[src/rtl/instruction_fetch_unit_pkg.sv]
// Shared definitions for the instruction fetch unit: bus widths, enable levels,
// the zero instruction word and the fetch FSM state encodings.
package instruction_fetch_unit_pkg;

  localparam logic ENABLE  = 1'b1;
  localparam logic DISABLE = 1'b0;

  localparam int INST_ADDR_BUS = 32;
  localparam int INST_DATA_BUS = 32;

  localparam logic [INST_DATA_BUS-1:0] ZERO_WORD = '0;

  typedef enum logic [1:0] {
    FETCH_BOOT = 2'd0,
    FETCH_RUN  = 2'd1,
    FETCH_HELD = 2'd2
  } fetch_state_t;

endpackage

[src/rtl/fetch_pc_register.sv]
// Program counter with next-value selection: reset vector, branch target,
// sequential advance (pc+4, wrapping) or hold.
module fetch_pc_register
  import instruction_fetch_unit_pkg::*;
#(
  parameter int                    ADDR_WIDTH   = INST_ADDR_BUS,
  parameter logic [ADDR_WIDTH-1:0] RESET_VECTOR = '0
) (
  input  logic                  clock,
  input  logic                  reset,
  input  logic                  branch_enable,
  input  logic [ADDR_WIDTH-1:0] branch_target,
  input  logic                  advance,
  output logic [ADDR_WIDTH-1:0] pc
);

  // A redirect wins even under stall or flush so that a branch is never lost.
  always_ff @(posedge clock) begin
    if (reset) begin
      pc <= RESET_VECTOR;
    end else if (branch_enable == ENABLE) begin
      pc <= branch_target;
    end else if (advance == ENABLE) begin
      pc <= pc + ADDR_WIDTH'(4);
    end
  end

endmodule

[src/rtl/instruction_fetch_unit.sv]
// Instruction fetch stage: PC ownership, imem handshake and the IF/ID output register.
// Optional FETCH_PERF_COUNTER_EN adds saturating fetch_count / stall_count outputs.
//
// state      | meaning
// FETCH_BOOT | first cycle after reset, no fetch request
// FETCH_RUN  | normal fetching
// FETCH_HELD | stalled while presenting a valid instruction
module instruction_fetch_unit
  import instruction_fetch_unit_pkg::*;
#(
  parameter int                    ADDR_WIDTH   = 32,
  parameter int                    DATA_WIDTH   = 32,
  parameter logic [ADDR_WIDTH-1:0] RESET_VECTOR = 32'h0000_0000
) (
  input  logic                  clock,
  input  logic                  reset,
  input  logic                  stall,
  input  logic                  flush,
  input  logic                  branch_enable,
  input  logic [ADDR_WIDTH-1:0] branch_target,
  output logic                  imem_request,
  output logic [ADDR_WIDTH-1:0] imem_address,
  input  logic                  imem_ready,
  input  logic [DATA_WIDTH-1:0] imem_data,
  output logic [ADDR_WIDTH-1:0] if_program_counter,
  output logic [DATA_WIDTH-1:0] if_instruction,
  output logic                  if_valid
`ifdef FETCH_PERF_COUNTER_EN
  ,
  output logic [31:0]           fetch_count,
  output logic [31:0]           stall_count
`endif
);

  fetch_state_t          state;
  logic [ADDR_WIDTH-1:0] pc;
  logic                  transfer;
  logic                  advance;

  assign imem_request = (state != FETCH_BOOT) && !stall && !reset;
  assign imem_address = pc;
  assign transfer     = imem_request && imem_ready;
  // A flushed word is dropped and refetched from the same pc.
  assign advance      = transfer && !flush;

  fetch_pc_register #(
    .ADDR_WIDTH   (ADDR_WIDTH),
    .RESET_VECTOR (RESET_VECTOR)
  ) u_fetch_pc_register (
    .clock         (clock),
    .reset         (reset),
    .branch_enable (branch_enable),
    .branch_target (branch_target),
    .advance       (advance),
    .pc            (pc)
  );

  always_ff @(posedge clock) begin
    if (reset) begin
      state              <= FETCH_BOOT;
      if_valid           <= DISABLE;
      if_program_counter <= '0;
      if_instruction     <= DATA_WIDTH'(ZERO_WORD);
    end else begin
      case (state)
        FETCH_BOOT: state <= FETCH_RUN;
        default: begin
          if (flush)
            state <= FETCH_RUN;
          else if (stall)
            state <= if_valid ? FETCH_HELD : state;
          else
            state <= FETCH_RUN;
        end
      endcase

      if (flush) begin
        if_valid           <= DISABLE;
        if_program_counter <= '0;
        if_instruction     <= DATA_WIDTH'(ZERO_WORD);
      end else if (stall) begin
        if_valid <= if_valid;
      end else if (transfer) begin
        if_valid           <= ENABLE;
        if_program_counter <= pc;
        if_instruction     <= imem_data;
      end else if (imem_request) begin
        if_valid <= DISABLE;
      end
    end
  end

`ifdef FETCH_PERF_COUNTER_EN
  always_ff @(posedge clock) begin
    if (reset) begin
      fetch_count <= '0;
      stall_count <= '0;
    end else begin
      if (advance && (fetch_count != 32'hFFFF_FFFF))
        fetch_count <= fetch_count + 32'd1;
      if (stall && (state != FETCH_BOOT) && (stall_count != 32'hFFFF_FFFF))
        stall_count <= stall_count + 32'd1;
    end
  end
`endif

endmodule

[config.mk]
export PLATFORM = sky130hd
export DESIGN_NAME = instruction_fetch_unit
export DESIGN_NICKNAME = d
export VERILOG_FILES = /design/src/rtl/instruction_fetch_unit_pkg.sv /design/src/rtl/fetch_pc_register.sv /design/src/rtl/instruction_fetch_unit.sv
export SDC_FILE = /design/constraint.sdc
export NUM_CORES = 1
export LEC_CHECK = 0
export ABC_CLOCK_PERIOD_IN_PS = 2600
export BUFFER_PORTS_ARGS = -buffer_cell sky130_fd_sc_hd__buf_2
export CAP_MARGIN = 15
export CORE_AREA = 4 4 100 102
export DETAILED_ROUTE_END_ITERATION = 10
export DIE_AREA = 0 0 104 106
export MAX_ROUTING_LAYER = met4
export PLACE_DENSITY = 0.84
export RECOVER_POWER = 100
export SYNTH_ARGS = -nofsm -noshare
export SYNTH_HDL_FRONTEND = slang
export SYNTH_SLANG_ARGS = --single-unit
[constraint.sdc]
create_clock -name clock -period 2.6 [get_ports clock]
set_input_delay 0.52 -clock clock [delete_from_list [all_inputs] [get_ports clock]]
set_output_delay 0.52 -clock clock [all_outputs]
set_load 0.03 [all_outputs]
==> insert_results.sql, run 1 <==
INSERT INTO impl_metrics (metric_group, metric, value, unit) VALUES
('clock_network', 'tritoncts', 'yes', ''),
('placed_design', 'gp_congestion', '0.898', ''),
('global_route', 'grt_pass1_wl', '21800', 'µm'),
('clock_network', 'clock-sinks', '99', ''),
('clock_network', 'clk-insertion-delay-late', '0.37', 'ns'),
('outcome', 'run_status', 'complete, no violations', ''),
('sta', 'setup_viol_count_final', '0', ''),
('sta', 'timing.final.crit_period', '2.21', 'ns'),
('global_route', 'grt_antenna_before_repair', '0', ''),
('global_route', 'via_count_of_the_first_global_routing_pass', '4421', ''),
('clock_network', 'ctsRootBufferMaster', 'sky130_fd_sc_hd__clkbuf_8', ''),
('routing', 'firstDrtPassIters', '5', ''),
('sta', 'timing.max_slew.rel_slack', '0.169', ''),
('cells_and_area', 'final_core_utilization', '0.585', ''),
('global_route', 'grt_start_max_net_pins', '67', ''),
('synth', 'synth-seq-cells', '99', ''),
('placed_design', 'io_buffer_count', '167', ''),
('placed_design', 'post-place-cells', '813', ''),
('routing', 'post-route-drc-count', '0', ''),
('floorplan', 'core', '9110', 'µm²'),
('sta', 'setup_slack', '0.392', 'ns'),
('setup_path', 'worst-endpoint-arrival', '2.43', 'ns'),
('clock_network', 'cts-resized-gates', '0', ''),
('clock_network', 'cts_setup_buffers', '0', ''),
('power_and_ir_drop', 'share_of_total_power_in_sequential_cells', '0.561', ''),
('flow_run', 'max_cap_violations', '0', ''),
('routing', 'drt_first_iter_violations', '264', ''),
('cells_and_area', 'final_common_cell', 'sky130_fd_sc_hd__nand2_1', ''),
('floorplan', 'row_count', '35', ''),
('cells_and_area', 'layout.cells.non_filler', '830', ''),
('synth', 'synth_fp_nets', '637', ''),
('cells_and_area', 'layout.cells.most_common_list', '145 x sky130_fd_sc_hd__nand2_1, 104 x sky130_fd_sc_hd__clkbuf_1, 99 x sky130_fd_sc_hd__dfxtp_1', ''),
('floorplan', 'initial_core_util', '0.480', ''),
('sta', 'timing.final.max_slew_violations', '0', ''),
('routing', 'vias', '4728', ''),
('power_and_ir_drop', 'power_frac_clock', '0.317', ''),
('floorplan', 'die-height', '106', 'µm'),
('clock_network', 'clock_tree.buffer_depth', '2', ''),
('routing', 'route.antenna.remaining_nets', '0', ''),
('setup_path', 'start_kind', 'primary input', ''),
('placed_design', 'placement.cell_area', '5280', 'µm²'),
('setup_path', 'worstSetupEndpointType', 'flop', ''),
('cells_and_area', 'area.sequential', '1980', 'µm²'),
('power_and_ir_drop', 'power.share.combinational', '0.122', ''),
('sta', 'hold_violations_final', '0', ''),
('setup_path', 'critPathMaxFanout', '18', ''),
('sta', 'fin_tns_setup', '0', 'ns'),
('floorplan', 'pin_count', '168', ''),
('cells_and_area', 'antenna_cells_inserted', '0', ''),
('power_and_ir_drop', 'swShare', '0.301', ''),
('cells_and_area', 'area_growth', '21.9', '%'),
('routing', 'vias_per_instance', '5.70', ''),
('power_and_ir_drop', 'cell_pwr_density', '546', 'nW/µm²'),
('power_and_ir_drop', 'worst_ir_drop_vdd', '334', 'µV'),
('clock_network', 'clock_tree.htree_level_count', '3', ''),
('global_route', 'grt.total_usage', '0.245', ''),
('placed_design', 'post-place-ws', '0.278', 'ns'),
('setup_path', 'timing.setup.critical_path_class', 'in -> reg', ''),
('routing', 'routed_wirelength', '13400', 'µm'),
('setup_path', 'cp.required', '2.82', 'ns'),
('clock_network', 'holdBufCountCts', '0', ''),
('cells_and_area', 'post-route-cell-area', '5330', 'µm²'),
('synth', 'post_synth_inst_count', '566', ''),
('cells_and_area', 'design.final.nets', '785', ''),
('floorplan', 'fp.dieArea', '11000', 'µm²'),
('clock_network', 'clk_pin_slew_worst_paths', '0.11', 'ns'),
('sta', 'worst_slew_pin_slew', '1.25', 'ns'),
('global_route', 'globalRouteOverflowTotal', '0', ''),
('cells_and_area', 'filler_cells_inserted', '930', ''),
('synth', 'yosysUniqueCellTypes', '42', ''),
('sta', 'skew', '0.0146', 'ns');
kinds of logic after synthesis:
logic type | Yosys count | share of synthesized area
and+or+nand+nor | 280 | 0.303
muxes | 3 | 0.00715
adders and majority gates | 1 | 0.00286
DFF | 99 | 0.453
xor gates and xnor gates | 5 | 0.0100
buffers and inverters | 53 | 0.0475
AOI/OAI and AO/OA | 125 | 0.176
state kept, by name, indices dropped and copies added, names as in the netlist:
signal,flops
if_instruction,32
if_program_counter,32
u_fetch_pc_register.pc,32
state,2
if_valid,1
synth_stat cells:
library cell | count | share of area
sky130_fd_sc_hd__a211oi_1 | 6 | 0.010
sky130_fd_sc_hd__a21oi_1 | 71 | 0.081
sky130_fd_sc_hd__a221o_1 | 2 | 0.0046
sky130_fd_sc_hd__a311oi_1 | 15 | 0.030
sky130_fd_sc_hd__a31oi_1 | 2 | 0.0029
sky130_fd_sc_hd__and2_1 | 2 | 0.0029
sky130_fd_sc_hd__and3_1 | 3 | 0.0043
sky130_fd_sc_hd__and4_1 | 7 | 0.014
sky130_fd_sc_hd__buf_1 | 8 | 0.0069
sky130_fd_sc_hd__buf_2 | 1 | 0.0011
sky130_fd_sc_hd__buf_6 | 1 | 0.0026
sky130_fd_sc_hd__clkbuf_1 | 34 | 0.029
sky130_fd_sc_hd__clkinv_1 | 1 | 0.00086
sky130_fd_sc_hd__dfxtp_1 | 99 | 0.45
sky130_fd_sc_hd__ha_1 | 1 | 0.0029
sky130_fd_sc_hd__inv_1 | 8 | 0.0069
sky130_fd_sc_hd__mux2_2 | 1 | 0.0026
sky130_fd_sc_hd__mux2i_1 | 2 | 0.0046
sky130_fd_sc_hd__nand2_1 | 145 | 0.12
sky130_fd_sc_hd__nand3_1 | 18 | 0.021
sky130_fd_sc_hd__nand3b_1 | 1 | 0.0017
sky130_fd_sc_hd__nand4_1 | 17 | 0.024
sky130_fd_sc_hd__nand4b_1 | 1 | 0.0020
sky130_fd_sc_hd__nor2_1 | 32 | 0.027
sky130_fd_sc_hd__nor2b_1 | 2 | 0.0029
sky130_fd_sc_hd__nor3_1 | 13 | 0.015
sky130_fd_sc_hd__nor3b_1 | 7 | 0.012
sky130_fd_sc_hd__nor4_1 | 8 | 0.011
sky130_fd_sc_hd__o211ai_1 | 1 | 0.0017
sky130_fd_sc_hd__o21ai_0 | 7 | 0.0080
sky130_fd_sc_hd__o21bai_1 | 1 | 0.0017
sky130_fd_sc_hd__o22a_1 | 1 | 0.0020
sky130_fd_sc_hd__o31a_1 | 3 | 0.0060
sky130_fd_sc_hd__o31ai_1 | 16 | 0.027
sky130_fd_sc_hd__or2_0 | 1 | 0.0014
sky130_fd_sc_hd__or2_2 | 2 | 0.0029
sky130_fd_sc_hd__or3_1 | 5 | 0.0072
sky130_fd_sc_hd__or3_4 | 1 | 0.0026
sky130_fd_sc_hd__or4_1 | 14 | 0.024
sky130_fd_sc_hd__or4b_1 | 1 | 0.0023
sky130_fd_sc_hd__xnor2_1 | 4 | 0.0080
sky130_fd_sc_hd__xor2_1 | 1 | 0.0020
cell type report:
| type | instances | share of cell area |
|---|---|---|
| Sequential cell | 99 | 0.372 |
| Timing Repair Buffer | 181 | 0.153 |
| Multi-Input combinational cell | 414 | 0.410 |
| Clock inverter | 6 | 0.00939 |
| Tap cell | 111 | 0.0261 |
| Inverter | 9 | 0.00634 |
| Clock buffer | 10 | 0.0239 |
per-stage QoR:
| stage | hold WS (ns) | total power [mW] |
|---|---|---|
| finish | 0.377 | 2.91 |
| global route | 0.368 | 3.04 |
| floorplan | 0.508 | 1.87 |
| global placement | 0.439 | 2.02 |
| detailed placement | 0.443 | 2.03 |
| CTS | 0.366 | 2.94 |
critical path, cell delays in order:
cell and delay, ns:
sky130_fd_sc_hd__clkbuf_1 0.52, sky130_fd_sc_hd__clkinv_1 0.68, sky130_fd_sc_hd__clkbuf_1 0.42, sky130_fd_sc_hd__nor2_1 0.21
sky130_fd_sc_hd__a311oi_1 0.07
per-layer routing:
layer	wire length, µm	vias up	track usage
li1	-	2305	-
met2	6410	213	0.384
met3	1140	22	0.0625
met1	5580	2188	0.310
met5	0	-	-
met4	324	0	0.0826
path summary, 6_finish.rpt:
path | slack, ns | endpoint | from
min reg2reg | 0.46 | if_instruction[5] | if_instruction[5]
max | 0.39 | u_fetch_pc_register.pc[19] | branch_enable
min | 0.38 | if_instruction[12] | imem_data[12]
max reg2reg | 0.48 | u_fetch_pc_register.pc[18] | u_fetch_pc_register.pc[2]
power by group through the flow:
stage | logic [mW] | clock network, mW | registers (mW)
finish | 0.355 | 0.924 | 1.63
global placement | 0.357 | 0 | 1.66
detailed placement | 0.363 | 0 | 1.66
floorplan | 0.149 | 0 | 1.72
global route | 0.387 | 1.01 | 1.64
CTS | 0.365 | 0.944 | 1.63
Power figures use the tool's default switching activity.
==> run 2: changes to the inputs <==
ABC_CLOCK_PERIOD_IN_PS = 2040   (was 2600)
clock period = 2.04 ns   (was 2.6 ns; I/O delays follow)
==> run 2 against run 1 <==
Setup slack got worse by 0.35 ns. Non-clock buffer count rose by 27. Via count rose by 3.6%. Register-to-register slack got worse by 0.43 ns. Utilization rose by 2.8 points. Clock power rose by 34%. Flip-flop and latch count did not move. Sequential share of layout area fell by 1.5 points.
==> insert_results.sql, run 2 (same netlist as run 1, synthesis figures left out) <==
INSERT INTO impl_metrics (metric_group, metric, value, unit) VALUES
('worst_hold_path', 'min-delay-path-class', 'in -> reg', ''),
('global_route', 'grt_start_max_net_pins', '49', ''),
('clock_network', 'tritoncts', 'yes', ''),
('global_route', 'grt_antenna_before_repair', '0', ''),
('cells_and_area', 'layout.cells.most_common_list', '145 x sky130_fd_sc_hd__nand2_1, 100 x sky130_fd_sc_hd__clkbuf_1, 94 x sky130_fd_sc_hd__dfxtp_1', ''),
('routing', 'drt_first_iter_violations', '364', ''),
('clock_network', 'clock-sinks', '99', ''),
('floorplan', 'die_extent_in_x', '104', 'µm'),
('sta', 'setup_slack', '0.0457', 'ns'),
('setup_path', 'timing.critical_path.cells', 'ha_1 -> nand4b_1 -> or3_4 -> buf_6 -> o31a_1 -> or3_1', ''),
('clock_network', 'clk_pin_slew_worst_paths', '0.10', 'ns'),
('cells_and_area', 'final_common_cell', 'sky130_fd_sc_hd__nand2_1', ''),
('cells_and_area', 'proportion_of_layout_cells_with_a_drive_suffix_above_1', '0.178', ''),
('sta', 'post-route-period-util', '0.978', ''),
('sta', 'setup_viol_count_final', '0', ''),
('placed_design', 'io_buffer_count', '167', ''),
('outcome', 'run_status', 'complete, no violations', ''),
('sta', 'hold_violations_final', '0', ''),
('setup_path', 'start_kind', 'flop', ''),
('placed_design', 'post-place-ws', '-0.00418', 'ns'),
('cells_and_area', 'design.final.nets', '812', ''),
('global_route', 'grt.total_usage', '0.255', ''),
('sta', 'worst_slew_pin_slew', '0.546', 'ns'),
('clock_network', 'clock_tree.htree_level_count', '3', ''),
('cells_and_area', 'area_growth', '27.8', '%'),
('placed_design', 'dpl_hpwl', '10400', 'µm'),
('sta', 'timing.final.crit_period', '1.99', 'ns'),
('clock_network', 'clk-insertion-delay-late', '0.37', 'ns'),
('floorplan', 'die-height', '106', 'µm'),
('routing', 'firstDrtPassIters', '5', ''),
('floorplan', 'initial_core_util', '0.480', ''),
('global_route', 'grt_pass1_wl', '22600', 'µm'),
('power_and_ir_drop', 'cell_pwr_density', '685', 'nW/µm²'),
('sta', 'timing.max_slew.rel_slack', '0.636', ''),
('sta', 'skew', '0.00812', 'ns'),
('floorplan', 'core', '9110', 'µm²'),
('cells_and_area', 'top_regs', 'if_instruction: 32 flops, if_program_counter: 32 flops, u_fetch_pc_register.pc: 32 flops', ''),
('sta', 'timing.fmax', '501', 'MHz'),
('clock_network', 'ctsRootBufferMaster', 'sky130_fd_sc_hd__clkbuf_8', ''),
('floorplan', 'pin_count', '168', ''),
('setup_path', 'critPathMaxFanout', '7', ''),
('setup_path', 'worst-endpoint-arrival', '2.25', 'ns'),
('sta', 'timing.final.max_slew_violations', '0', ''),
('setup_path', 'delay_contributed_by_the_slowest_stage_of_the_critical_path', '0.46', 'ns'),
('setup_path', 'cpLargestDelayFamily', 'simple AND/OR/NAND/NOR gates', ''),
('routing', 'vias_per_instance', '5.71', ''),
('power_and_ir_drop', 'report.power.total', '3.83', 'mW'),
('setup_path', 'cp.required', '2.29', 'ns'),
('global_route', 'globalRouteOverflowTotal', '0', ''),
('cells_and_area', 'filler_cells_inserted', '883', ''),
('setup_path', 'cp_num_buf_inv', '1', ''),
('setup_path', 'critPathSlowestCell', 'sky130_fd_sc_hd__or3_4', ''),
('setup_path', 'timing.setup.critical_path_class', 'reg -> reg', ''),
('setup_path', 'worstSetupEndpointType', 'flop', ''),
('cells_and_area', 'antenna_cells_inserted', '0', ''),
('floorplan', 'fp.dieArea', '11000', 'µm²'),
('placed_design', 'gp_congestion', '0.906', ''),
('routing', 'post-route-drc-count', '0', ''),
('routing', 'routed_wirelength', '14100', 'µm'),
('power_and_ir_drop', 'worst_ir_drop_vdd', '388', 'µV'),
('clock_network', 'clock_tree.buffer_depth', '2', ''),
('floorplan', 'row_count', '35', ''),
('power_and_ir_drop', 'total_leakage_power', '1.94', 'nW'),
('routing', 'route.antenna.remaining_nets', '0', ''),
('global_route', 'via_count_of_the_first_global_routing_pass', '4700', ''),
('routing', 'wire_per_inst', '16.4', 'µm'),
('routing', 'vias', '4896', ''),
('flow_run', 'max_cap_violations', '0', ''),
('clock_network', 'number_of_cts_inserted_buffers', '9', ''),
('clock_network', 'holdBufCountCts', '0', '');
==> run 2: cell count changes in the layout (fill, tap and decap cells not counted), sizes merged <==
cell / previous run / this run
buf: 78 / 106
clkbuf: 113 / 112
clkinv: 1 / 2
clkinvlp: 4 / 1
inv: 10 / 12
==> run 2: final timing paths <==
check	startpoint	end	slack, ns	cells past startpoint
worst max-delay path	u_fetch_pc_register.pc[2]	u_fetch_pc_register.pc[28]	0.05	6
worst min-delay path	imem_data[9]	if_instruction[9]	0.26	3
worst max register to register	u_fetch_pc_register.pc[2]	u_fetch_pc_register.pc[28]	0.05	6
worst min register to register	if_program_counter[29]	if_program_counter[29]	0.46	2
==> run 2: layer usage <==
layer  track usage  part of all wire
met5             -                 0
met4         0.104             0.030
met3        0.0631             0.081
met2         0.406              0.47
met1         0.313              0.42
==> run 2: power breakdown <==
part	leakage [nW]	total [mW]	switching (mW)	internal [mW]
Combinational	1.04	0.520	0.334	0.186
Sequential	0.808	2.06	0.0767	1.99
Clock	0.0958	1.24	0.742	0.501
Total	1.94	3.83	1.15	2.67
==> run 2: area by class of cell <==
type	instances	area, µm²	area share
inverter	9	33.8	0.00604
clock buffer	10	138	0.0246
sequential	99	1990	0.357
multi-input combinational	414	2180	0.391
timing repair buffer	208	1050	0.188
clock inverter	6	53.8	0.00962
tap	111	139	0.0248
==> run 2: per-stage QoR <==
stage          cells  TNS (ns)  utilization  cell area, µm²  hold slack [ns]
3_5_place_dp     835  -0.00625        0.603            5500            0.444
6_report         857         0        0.614            5590            0.263
3_3_place_gp     835         0        0.603            5500            0.438
5_1_grt          857   -0.0239        0.614            5590            0.247
2_1_floorplan    566         0            -            4380            0.508
4_1_cts          851         0        0.624            5690            0.252
==> run 2: repair_timing <==
action	CTS	global route
setup endpoints to repair	0	6
setup buffers	0	6
hold endpoints to repair	0	0
gates resized for setup	0	10
==> run 2: worst min-delay path: cells and delay by family <==
kind / cells / cell delay, ns
buf+inv: 1 / 0.09
simple gates: 1 / 0.04
compound gates: 1 / 0.05
==> run 3: changes to the inputs <==
CORE_AREA = 3 3 99 101   (was 4 4 100 102)
DIE_AREA = 0 0 102 104   (was 0 0 104 106)
PLACE_DENSITY = 0.79   (was 0.84)
==> run 3 against run 2 <==
Non-clock buffer count shrank 5. Via count shrank 1.7%. Sequential power is essentially flat. Die area shrank 3.8%. Register-to-register slack gained 0.03 ns. Critical path depth shrank 1.
==> insert_results.sql, run 3 (same netlist as run 1, synthesis figures left out) <==
INSERT INTO impl_metrics (metric_group, metric, value, unit) VALUES
('outcome', 'run_status', 'complete, no violations', ''),
('setup_path', 'critPathMaxFanout', '24', ''),
('sta', 'skew', '0.0125', 'ns'),
('routing', 'routed_wirelength', '13300', 'µm'),
('power_and_ir_drop', 'report.power.total', '3.88', 'mW'),
('setup_path', 'setup.worst_path.end', 'u_fetch_pc_register.pc[20]', ''),
('worst_hold_path', 'min-delay-path-class', 'in -> reg', ''),
('routing', 'vias', '4813', ''),
('clock_network', 'ctsRootBufferMaster', 'sky130_fd_sc_hd__clkbuf_8', ''),
('sta', 'worst_slew_pin_slew', '1.00', 'ns'),
('setup_path', 'timing.setup.critical_path_class', 'reg -> reg', ''),
('cells_and_area', 'area_growth', '28.8', '%'),
('routing', 'drt_first_iter_violations', '333', ''),
('setup_path', 'r2r_start', 'u_fetch_pc_register.pc[12]', ''),
('power_and_ir_drop', 'worst_ir_drop_vdd', '438', 'µV'),
('clock_network', 'holdBufCountCts', '0', ''),
('floorplan', 'row_count', '35', ''),
('global_route', 'grt_pass1_wl', '21800', 'µm'),
('floorplan', 'pin_count', '168', ''),
('floorplan', 'die_extent_in_x', '102', 'µm'),
('global_route', 'globalRouteOverflowTotal', '0', ''),
('setup_path', 'timing.critical_path.from', 'u_fetch_pc_register.pc[12]', ''),
('global_route', 'grt.total_usage', '0.256', ''),
('sta', 'hold_violations_final', '0', ''),
('clock_network', 'clk-insertion-delay-late', '0.36', 'ns'),
('clock_network', 'clk_pin_slew_worst_paths', '0.10', 'ns'),
('setup_path', 'worst_r2r_path_depth', '5', ''),
('placed_design', 'gp_congestion', '0.912', ''),
('placed_design', 'dpl_hpwl', '9840', 'µm'),
('floorplan', 'initial_core_util', '0.480', ''),
('clock_network', 'tritoncts', 'yes', ''),
('placed_design', 'io_buffer_count', '167', ''),
('placed_design', 'post-place-ws', '0.00828', 'ns'),
('routing', 'route.antenna.remaining_nets', '0', ''),
('floorplan', 'die-height', '104', 'µm'),
('sta', 'timing.final.max_slew_violations', '0', ''),
('cells_and_area', 'layout.cells.most_common_list', '145 x sky130_fd_sc_hd__nand2_1, 95 x sky130_fd_sc_hd__buf_2, 94 x sky130_fd_sc_hd__dfxtp_1', ''),
('setup_path', 'critPathSlowestCell', 'sky130_fd_sc_hd__or4_1', ''),
('routing', 'wire_per_inst', '15.6', 'µm'),
('setup_path', 'worst-endpoint-arrival', '2.24', 'ns'),
('routing', 'vias_per_instance', '5.65', ''),
('sta', 'setup_slack', '0.0765', 'ns'),
('placed_design', 'placement.cell_area', '5530', 'µm²'),
('sta', 'setup_viol_count_final', '0', ''),
('sta', 'worst_hold_margin', '0.269', 'ns'),
('sta', 'post-route-period-util', '0.962', ''),
('cells_and_area', 'design.final.nets', '807', ''),
('power_and_ir_drop', 'total_leakage_power', '2.03', 'nW'),
('clock_network', 'clock_tree.buffer_depth', '2', ''),
('sta', 'timing.final.crit_period', '1.96', 'ns'),
('floorplan', 'fp.dieArea', '10600', 'µm²'),
('sta', 'timing.max_slew.rel_slack', '0.334', ''),
('power_and_ir_drop', 'cell_pwr_density', '688', 'nW/µm²'),
('cells_and_area', 'final_common_cell', 'sky130_fd_sc_hd__nand2_1', ''),
('routing', 'firstDrtPassIters', '5', ''),
('cells_and_area', 'antenna_cells_inserted', '0', ''),
('setup_path', 'start_kind', 'flop', ''),
('setup_path', 'timing.critical_path.cells', 'and4_2 -> nand4_1 -> buf_12 -> or4_1 -> a311oi_1', ''),
('setup_path', 'crit-reg2reg-capture', 'u_fetch_pc_register.pc[20]', ''),
('floorplan', 'core', '9110', 'µm²'),
('cells_and_area', 'filler_cells_inserted', '868', ''),
('global_route', 'grt_antenna_before_repair', '0', ''),
('clock_network', 'clock-sinks', '99', ''),
('clock_network', 'clock_tree.htree_level_count', '3', ''),
('routing', 'post-route-drc-count', '0', ''),
('cells_and_area', 'top_regs', 'if_instruction: 32 flops, if_program_counter: 32 flops, u_fetch_pc_register.pc: 32 flops', ''),
('clock_network', 'number_of_cts_inserted_buffers', '9', ''),
('global_route', 'via_count_of_the_first_global_routing_pass', '4557', ''),
('flow_run', 'max_cap_violations', '0', ''),
('setup_path', 'worstSetupEndpointType', 'flop', ''),
('setup_path', 'cp.required', '2.31', 'ns'),
('setup_path', 'delay_contributed_by_the_slowest_stage_of_the_critical_path', '0.50', 'ns'),
('setup_path', 'worst-r2r-setup-slack', '0.08', 'ns'),
('cells_and_area', 'post-route-cell-area', '5630', 'µm²'),
('global_route', 'grt_start_max_net_pins', '44', ''),
('cells_and_area', 'proportion_of_layout_cells_with_a_drive_suffix_above_1', '0.209', ''),
('sta', 'timing.fmax', '509', 'MHz');
-- run 3: cell count changes in the layout (fill, tap and decap cells not counted), sizes merged --
cell,before,now
clkbuf,112,83
buf,106,130
inv,12,10
bufinv,0,1
clkinv,2,3
-- run 3: worst min path at each step --
stage | from | endpoint | slack (ns) | cells after the start
after floorplan | state[1] | state[1] | 0.51 | 2
after global placement | if_instruction[9] | if_instruction[9] | 0.44 | 2
after detailed placement | if_instruction[13] | if_instruction[13] | 0.44 | 2
after CTS | imem_data[25] | if_instruction[25] | 0.25 | 3
after global routing | imem_data[25] | if_instruction[25] | 0.25 | 3
final | imem_data[25] | if_instruction[25] | 0.27 | 3
-- run 3: routing by layer --
| metal | track usage | vias to the layer above | share of wire |
|---|---|---|---|
| met5 | - | - | 0 |
| met4 | 0.0703 | 0 | 0.020 |
| met3 | 0.0523 | 25 | 0.072 |
| met2 | 0.401 | 186 | 0.48 |
| met1 | 0.337 | 2253 | 0.43 |
| li1 | - | 2349 | - |
-- run 3: critical path, delay by kind of cell, from the launching register on --
kind | cells | cell delay (ns)
buffers and inverters | 1 | 0.20
AO/OA/AOI/OAI | 1 | 0.27
flip-flops | 1 | 0.44
AND/OR/NAND/NOR | 3 | 0.96
-- run 3: through the flow --
stage               std cells   util   TNS, ns
floorplan                 566      -         0
global placement          836  0.607         0
detailed placement        836  0.607         0
CTS                       852  0.629         0
global route              852  0.619  -0.00509
finish                    852  0.619         0
-- run 3: layout make-up --
type,count,area [µm²],share of cell area
clock buffers,10,128,0.0227
clock inverters,6,72.6,0.0129
inverters,9,33.8,0.00600
multi-input cells,414,2190,0.388
flip-flops and latches,99,1990,0.353
well taps,111,139,0.0247
repair buffers,203,1090,0.193
-- run 3: where the power goes --
group | leakage (nW) | internal [mW] | total, mW | switching, mW
combinational | 1.13 | 0.197 | 0.525 | 0.328
sequential | 0.807 | 1.99 | 2.06 | 0.0734
clock | 0.0975 | 0.581 | 1.29 | 0.709
total | 2.03 | 2.77 | 3.88 | 1.11
-- run 3: timing repair --
action / CTS / global route
setup endpoints to repair: 0 / 5
gates resized for setup: 0 / 4
buffers inserted: 0 / 0
